[config.mk]
export PLATFORM = sky130hd
export DESIGN_NAME = pipelined_adder
export DESIGN_NICKNAME = d
export VERILOG_FILES = /design/src/rtl/pipelined_adder.sv
export SDC_FILE = /design/constraint.sdc
export NUM_CORES = 1
export LEC_CHECK = 0
export CAP_MARGIN = 20
export CELL_PAD_IN_SITES_DETAIL_PLACEMENT = 0
export CELL_PAD_IN_SITES_GLOBAL_PLACEMENT = 2
export CORE_MARGIN = 5
export CORE_UTILIZATION = 29
export CTS_CLUSTER_DIAMETER = 80
export DETAILED_ROUTE_END_ITERATION = 8
export PLACE_DENSITY_LB_ADDON = 0.1
export SETUP_SLACK_MARGIN = 0.3
export SYNTH_ARGS = -nofsm -noshare
export SYNTH_HDL_FRONTEND = slang
export SYNTH_SLANG_ARGS = --single-unit
[constraint.sdc]
create_clock -name clk -period 2 [get_ports clk]
set_input_delay 0.3 -clock clk [delete_from_list [all_inputs] [get_ports clk]]
set_output_delay 0.3 -clock clk [all_outputs]
set_load 0.005 [all_outputs]
[src/rtl/pipelined_adder.sv]
// Segmented ripple adder: one SEG_WIDTH slice of a+b+cin per register stage, with carry and signed overflow.
// Latency STAGES cycles from input transfer to out_valid; one result per cycle when unstalled.
// Backpressure: out_valid & ~out_ready freezes every stage and drops in_ready (no in_valid -> in_ready path).
module pipelined_adder #(
    parameter int unsigned WIDTH     = 16,
    parameter int unsigned SEG_WIDTH = 4
) (
    input  logic             clk,
    input  logic             rst,
    input  logic             in_valid,
    output logic             in_ready,
    input  logic [WIDTH-1:0] a,
    input  logic [WIDTH-1:0] b,
    input  logic             cin,
    output logic             out_valid,
    input  logic             out_ready,
    output logic [WIDTH-1:0] sum,
    output logic             carry,
    output logic             overflow
);
    localparam int unsigned STAGES = (SEG_WIDTH >= 1) ? (WIDTH / SEG_WIDTH) : 1;

    if ((SEG_WIDTH < 1) || (WIDTH < SEG_WIDTH) || ((WIDTH % SEG_WIDTH) != 0)) begin : g_param_check
        $error("pipelined_adder: WIDTH must be a non-zero multiple of SEG_WIDTH");
    end

    logic stall;
    logic advance;

    // The whole pipe moves in lockstep, so a single stall term gates every stage.
    assign stall    = out_valid & ~out_ready;
    assign advance  = ~stall;
    assign in_ready = ~stall;

    for (genvar k = 0; k < STAGES; k++) begin : g_stage
        localparam int unsigned LO   = k * SEG_WIDTH;
        localparam int unsigned HI   = WIDTH - LO;
        localparam bit          LAST = (k == STAGES - 1);

        logic [HI-1:0]           a_src;
        logic [HI-1:0]           b_src;
        logic                    c_src;
        logic                    v_src;
        logic [SEG_WIDTH:0]      seg;
        logic [LO+SEG_WIDTH-1:0] sum_d;
        logic [LO+SEG_WIDTH-1:0] sum_q;
        logic                    cry_d;
        logic                    cry_q;
        logic                    vld_d;
        logic                    vld_q;

        if (k == 0) begin : g_src
            assign a_src = a;
            assign b_src = b;
            assign c_src = cin;
            assign v_src = in_valid;
            assign sum_d = seg[SEG_WIDTH-1:0];
        end else begin : g_src
            assign a_src = g_stage[k-1].g_up.a_q;
            assign b_src = g_stage[k-1].g_up.b_q;
            assign c_src = g_stage[k-1].cry_q;
            assign v_src = g_stage[k-1].vld_q;
            assign sum_d = {seg[SEG_WIDTH-1:0], g_stage[k-1].sum_q};
        end

        // Remaining operand bits arrive right-aligned, so this stage's slice is always the low bits.
        assign seg   = {1'b0, a_src[SEG_WIDTH-1:0]} + {1'b0, b_src[SEG_WIDTH-1:0]}
                     + {{SEG_WIDTH{1'b0}}, c_src};
        assign cry_d = seg[SEG_WIDTH];
        assign vld_d = v_src;

        always_ff @(posedge clk) begin
            if (rst) begin
                vld_q <= 1'b0;
                cry_q <= 1'b0;
                sum_q <= '0;
            end else if (advance) begin
                vld_q <= vld_d;
                cry_q <= cry_d;
                sum_q <= sum_d;
            end
        end

        if (!LAST) begin : g_up
            logic [HI-SEG_WIDTH-1:0] a_d;
            logic [HI-SEG_WIDTH-1:0] b_d;
            logic [HI-SEG_WIDTH-1:0] a_q;
            logic [HI-SEG_WIDTH-1:0] b_q;

            assign a_d = a_src[HI-1:SEG_WIDTH];
            assign b_d = b_src[HI-1:SEG_WIDTH];

            always_ff @(posedge clk) begin
                if (rst) begin
                    a_q <= '0;
                    b_q <= '0;
                end else if (advance) begin
                    a_q <= a_d;
                    b_q <= b_d;
                end
            end
        end else begin : g_last
            logic ovf_d;
            logic ovf_q;

            // Carry into the MSB is recovered from the MSB's own sum bit: c_in = a ^ b ^ s.
            assign ovf_d = (a_src[HI-1] ^ b_src[HI-1] ^ seg[SEG_WIDTH-1]) ^ seg[SEG_WIDTH];

            always_ff @(posedge clk) begin
                if (rst) begin
                    ovf_q <= 1'b0;
                end else if (advance) begin
                    ovf_q <= ovf_d;
                end
            end
        end
    end

    assign out_valid = g_stage[STAGES-1].vld_q;
    assign sum       = g_stage[STAGES-1].sum_q;
    assign carry     = g_stage[STAGES-1].cry_q;
    assign overflow  = g_stage[STAGES-1].g_last.ovf_q;

endmodule

Word level (Yosys, flattened, before mapping)

Index checks and enable logic that the tools add are counted.

Bitwise gates (word level): 6
Add/subtract/negate cells: 8

Operators with widths:

| kind        | number |
|---|---|
| $add 4x4->5 | 4 |
| $add 5x1->5 | 4 |
| $xor 1x1->1 | 3 |
| $not 1->1   | 2 |
| $and 1x1->1 | 1 |

Word-level logic and storage cells: 33
Output and inout bits: 20
Register bits after elaboration: 97

Depth between registers and ports, before layout

Word-level depth: 4
Depth in mapped cells: 7

Worst setup path after synthesis

OpenSTA, ideal clock, no wires.

Kind: register -> register
Start point: register g_stage[2].cry_q
End point: register g_stage[3].g_last.ovf_q, in the netlist overflow
Data required time: 1.921 ns
Arrival: 1.794 ns
Cell stages (with the launch flop): 7
Path buffers: 0
Library setup time: 0.079 ns
Setup slack: 0.126 ns
Period minus slack after synthesis: 1.874 ns
Path through: dfxtp_1 -> fa_1 -> fa_1 -> a21o_1 -> a21oi_1 -> xnor2_1 -> a211oi_2

Cells in the longest elaborated chain, start to end: 3

RTL lines:

| item                     | line | source |
|---|---|---|
| start: declaration       | 48   | `logic cry_q;` |
| start signal: assignment | 79   | `cry_q <= cry_d;` |
| $add 5x1->5 *            | 68   | `+ {{SEG_WIDTH{1'b0}}, c_src};` |
| $xor 1x1->1              | 107  | `assign ovf_d = (a_src[HI-1] ^ b_src[HI-1] ^ seg[SEG_WIDTH-1]) ^ seg[SEG_WIDTH];` |
| $xor 1x1->1 *            | 107  |  |
| end signal: assignment   | 113  | `ovf_q <= ovf_d;` |
| end: declaration         | 104  | `logic ovf_q;` |

Every way passes the cells marked *; elsewhere a longest branch is shown, timed or not.
A chain may end at the register's enable or synchronous reset.

Final worst setup path

Same ends and word-level chain as after synthesis.

==> impl_metrics.ini <==
[power]
vdd_drop_max_mv = 0.4499
p_comb_frac = 0.082
seqPwrFrac = 0.486
p_leak_nw = 1.927
p_sw_frac = 0.2136
p_switching_uw = 921.4
p_per_area_nw_per_um2 = 874.0
p_clk_frac = 0.432
p_int_mw = 3.392

[cts]
cts_buffers = 9
htreeDepth = 3
path_clk_slew_ps = 60
insertion_delay_ps = 340
cts_root_buffer = clkbuf_16
cts_tree = yes
cts_sinks = 97
cts_buffer_depth = 2

[cells_and_area]
drive_above_1_share = 0.07588
antenna_cells = 0
area_growth_pct = 27.89
final_nets = 566
stdcell_area_um2 = 4935

[synth]
synth.avg_cell_area_um2 = 8.316
yosysWarnings = 0
synthArstFlopShare = 0
synth_ff_type = dfxtp_1
synth_area_um2 = 3859
synth_edf_count = 0
synth.distinct_cells = 25
syn_inst = 464
synth_common_cells = nand2_1 (162), dfxtp_1 (97), a21oi_1 (88)
yosysTopAreaCellShare = 0.5032
synthTopCellsByArea = dfxtp_1 (50%), nand2_1 (16%), a21oi_1 (11%), fa_1 (4.2%), ha_1 (3.9%)
yosysMostFrequentCell = nand2_1
synth_nets = 521
yosysTopAreaCell = dfxtp_1
yosysSeqAreaShare = 0.5032
synth-seq-cells = 97

[min_path]
hold_class = reg2reg

[placed_design]
placed_cell_area_um2 = 4569
globalplace.congestion = 0.6724
dp_hpwl_mm = 5.295
port-buffer-count = 56

[grt]
grt.overflow.total = 0
grt_max_degree = 89
grt_pass1_vias = 2984
grtUsageTotal = 0.1138
antenna_found_initial = 0
grt_pass1_wl_mm = 14.55

[die]
row_count = 42
die_w_um = 125.4
initial_core_util = 0.2937
die_h_um = 125.4
die-area_um2 = 15710
core-area_um2 = 13140
boundaryPins = 57

[setup_path]
crit_type = reg2reg
critPathRequiredTime_ps = 2180
crit_path_end_kind = register
start_kind = register
critPathArrivalTime_ps = 1980
crit_path_max_fanout = 2

[route]
via_count = 3035
ant_nets = 0
drt-initial-drc-count = 168
routed_wl_mm = 8.476
avgViaCountPerCell = 4.399
drt-pass1-iter-count = 4
wl_per_cell_um = 12.28
drc = 0

[timing]
timing.final.max_slew_violations = 0
finalCritPeriodShare = 0.9013
rsz0062_at_grt = yes
tns_ps = 0
finClkSkew_ps = 7.304
setup-violations-final = 0
fin_crit_ps = 1803
hold_viol = 0
fmax_mhz = 554.8
tightest_slew_ps = 929.4
relSlewSlack = 0.3804

[flow_run]
cap_violations = 0

[status]
outcome = finished clean
[sequential cells by signal, indices dropped and copies added, names as in the netlist]
signal and cells:
out_valid 1, carry 1, g_stage.sum_q 24, g_stage.vld_q 3
overflow 1, g_stage.g_up.a_q 24, g_stage.g_up.b_q 24, sum 16
g_stage.cry_q 3
[cell families after synthesis]
group	count (synthesis)	synth area share
and+or+nand+nor	198	0.2085
adders and majority gates	20	0.08041
xor gates and xnor gates	4	0.009081
buffers and inverters	39	0.04961
DFF	97	0.5032
AOI/OAI and AO/OA	106	0.1492
[critical path, cell delays in order (launching register included)]
cell and delay (ps):
dfxtp_2 330, fa_2 400, fa_2 360, a21o_1 170
a21oi_2 150, xnor2_1 150, a211oi_2 90
[power by group through the flow]
stage / combinational (mW) / sequential, mW / clock (mW)
after detailed placement: 0.355 / 2.14 / 0
after CTS: 0.359 / 2.09 / 1.94
final: 0.354 / 2.09 / 1.86
after global routing: 0.407 / 2.11 / 2.03
after floorplan: 0.201 / 2.13 / 0
after global placement: 0.353 / 2.14 / 0
[layer usage]
| layer | GRT usage | share of wire |
|---|---|---|
| met1 | 0.1646 | 0.54 |
| met4 | 0.05357 | 0.019 |
| met2 | 0.1594 | 0.41 |
| met5 | 0 | 0 |
| met3 | 0.02644 | 0.029 |
[through the flow]
step	power, mW	utilization	cells	hold WS (ps)	setup WS, ps
after global placement	2.490	0.3478	671	440.4	24.78
after detailed placement	2.493	0.3478	671	444.4	21.68
after CTS	4.397	0.3740	689	454.4	178.0
after global routing	4.542	0.3756	690	462.6	130.6
after floorplan	2.326	-	464	432.1	284.1
final	4.313	0.3756	690	447.4	197.4
[area by class of cell]
class / instances / area [um2]
Fill cell: 1408 / 8203
Sequential cell: 97 / 1946
Multi-Input combinational cell: 328 / 1760
Timing Repair Buffer: 66 / 656.9
Clock buffer: 14 / 264.0
Tap cell: 176 / 220.2
Clock inverter: 2 / 60.06
Inverter: 7 / 27.53
[what timing repair did]
action | in CTS | in global routing
resized for setup | 3 | 6
hold buffers | 0 | 0
pin swaps | 0 | 3
buffers inserted | 2 | 1
endpoints found under the hold margin | 0 | 0
setup endpoints to repair | 3 | 8
[layout by cell type (no fill, tap or decap), drive strengths merged]
cell / netlist / routed
fa: 8 / 8
buf: 21 / 11
nand2: 162 / 162
clkbuf: 11 / 14
nand4b: 3 / 3
clkdlybuf4s50: 0 / 54
xor2: 1 / 1
clkinv: 0 / 1
o31ai: 1 / 1
nand3: 3 / 3
dfxtp: 97 / 97
a211oi: 9 / 9
a21o: 6 / 6
nor3: 3 / 3
dlygate4sd2: 0 / 1
inv: 7 / 6
nor2b: 5 / 5
nand3b: 4 / 4
ha: 12 / 12
a21oi: 88 / 88
o21ai: 2 / 2
xnor2: 3 / 3
nor2: 15 / 15
or4: 3 / 3
bufinv: 0 / 2
[path summary, 6_finish.rpt]
kind | startpoint | end | slack, ps | depth (start not counted)
setup / recovery | g_stage[2].cry_q | overflow | 200 | 6
hold / removal | g_stage[1].g_up.b_q[5] | g_stage[2].g_up.b_q[1] | 450 | 2
setup reg to reg | g_stage[2].cry_q | overflow | 200 | 6
hold reg to reg | g_stage[1].g_up.b_q[5] | g_stage[2].g_up.b_q[1] | 450 | 2
Note: power is estimated with default switching activity, not from simulation.
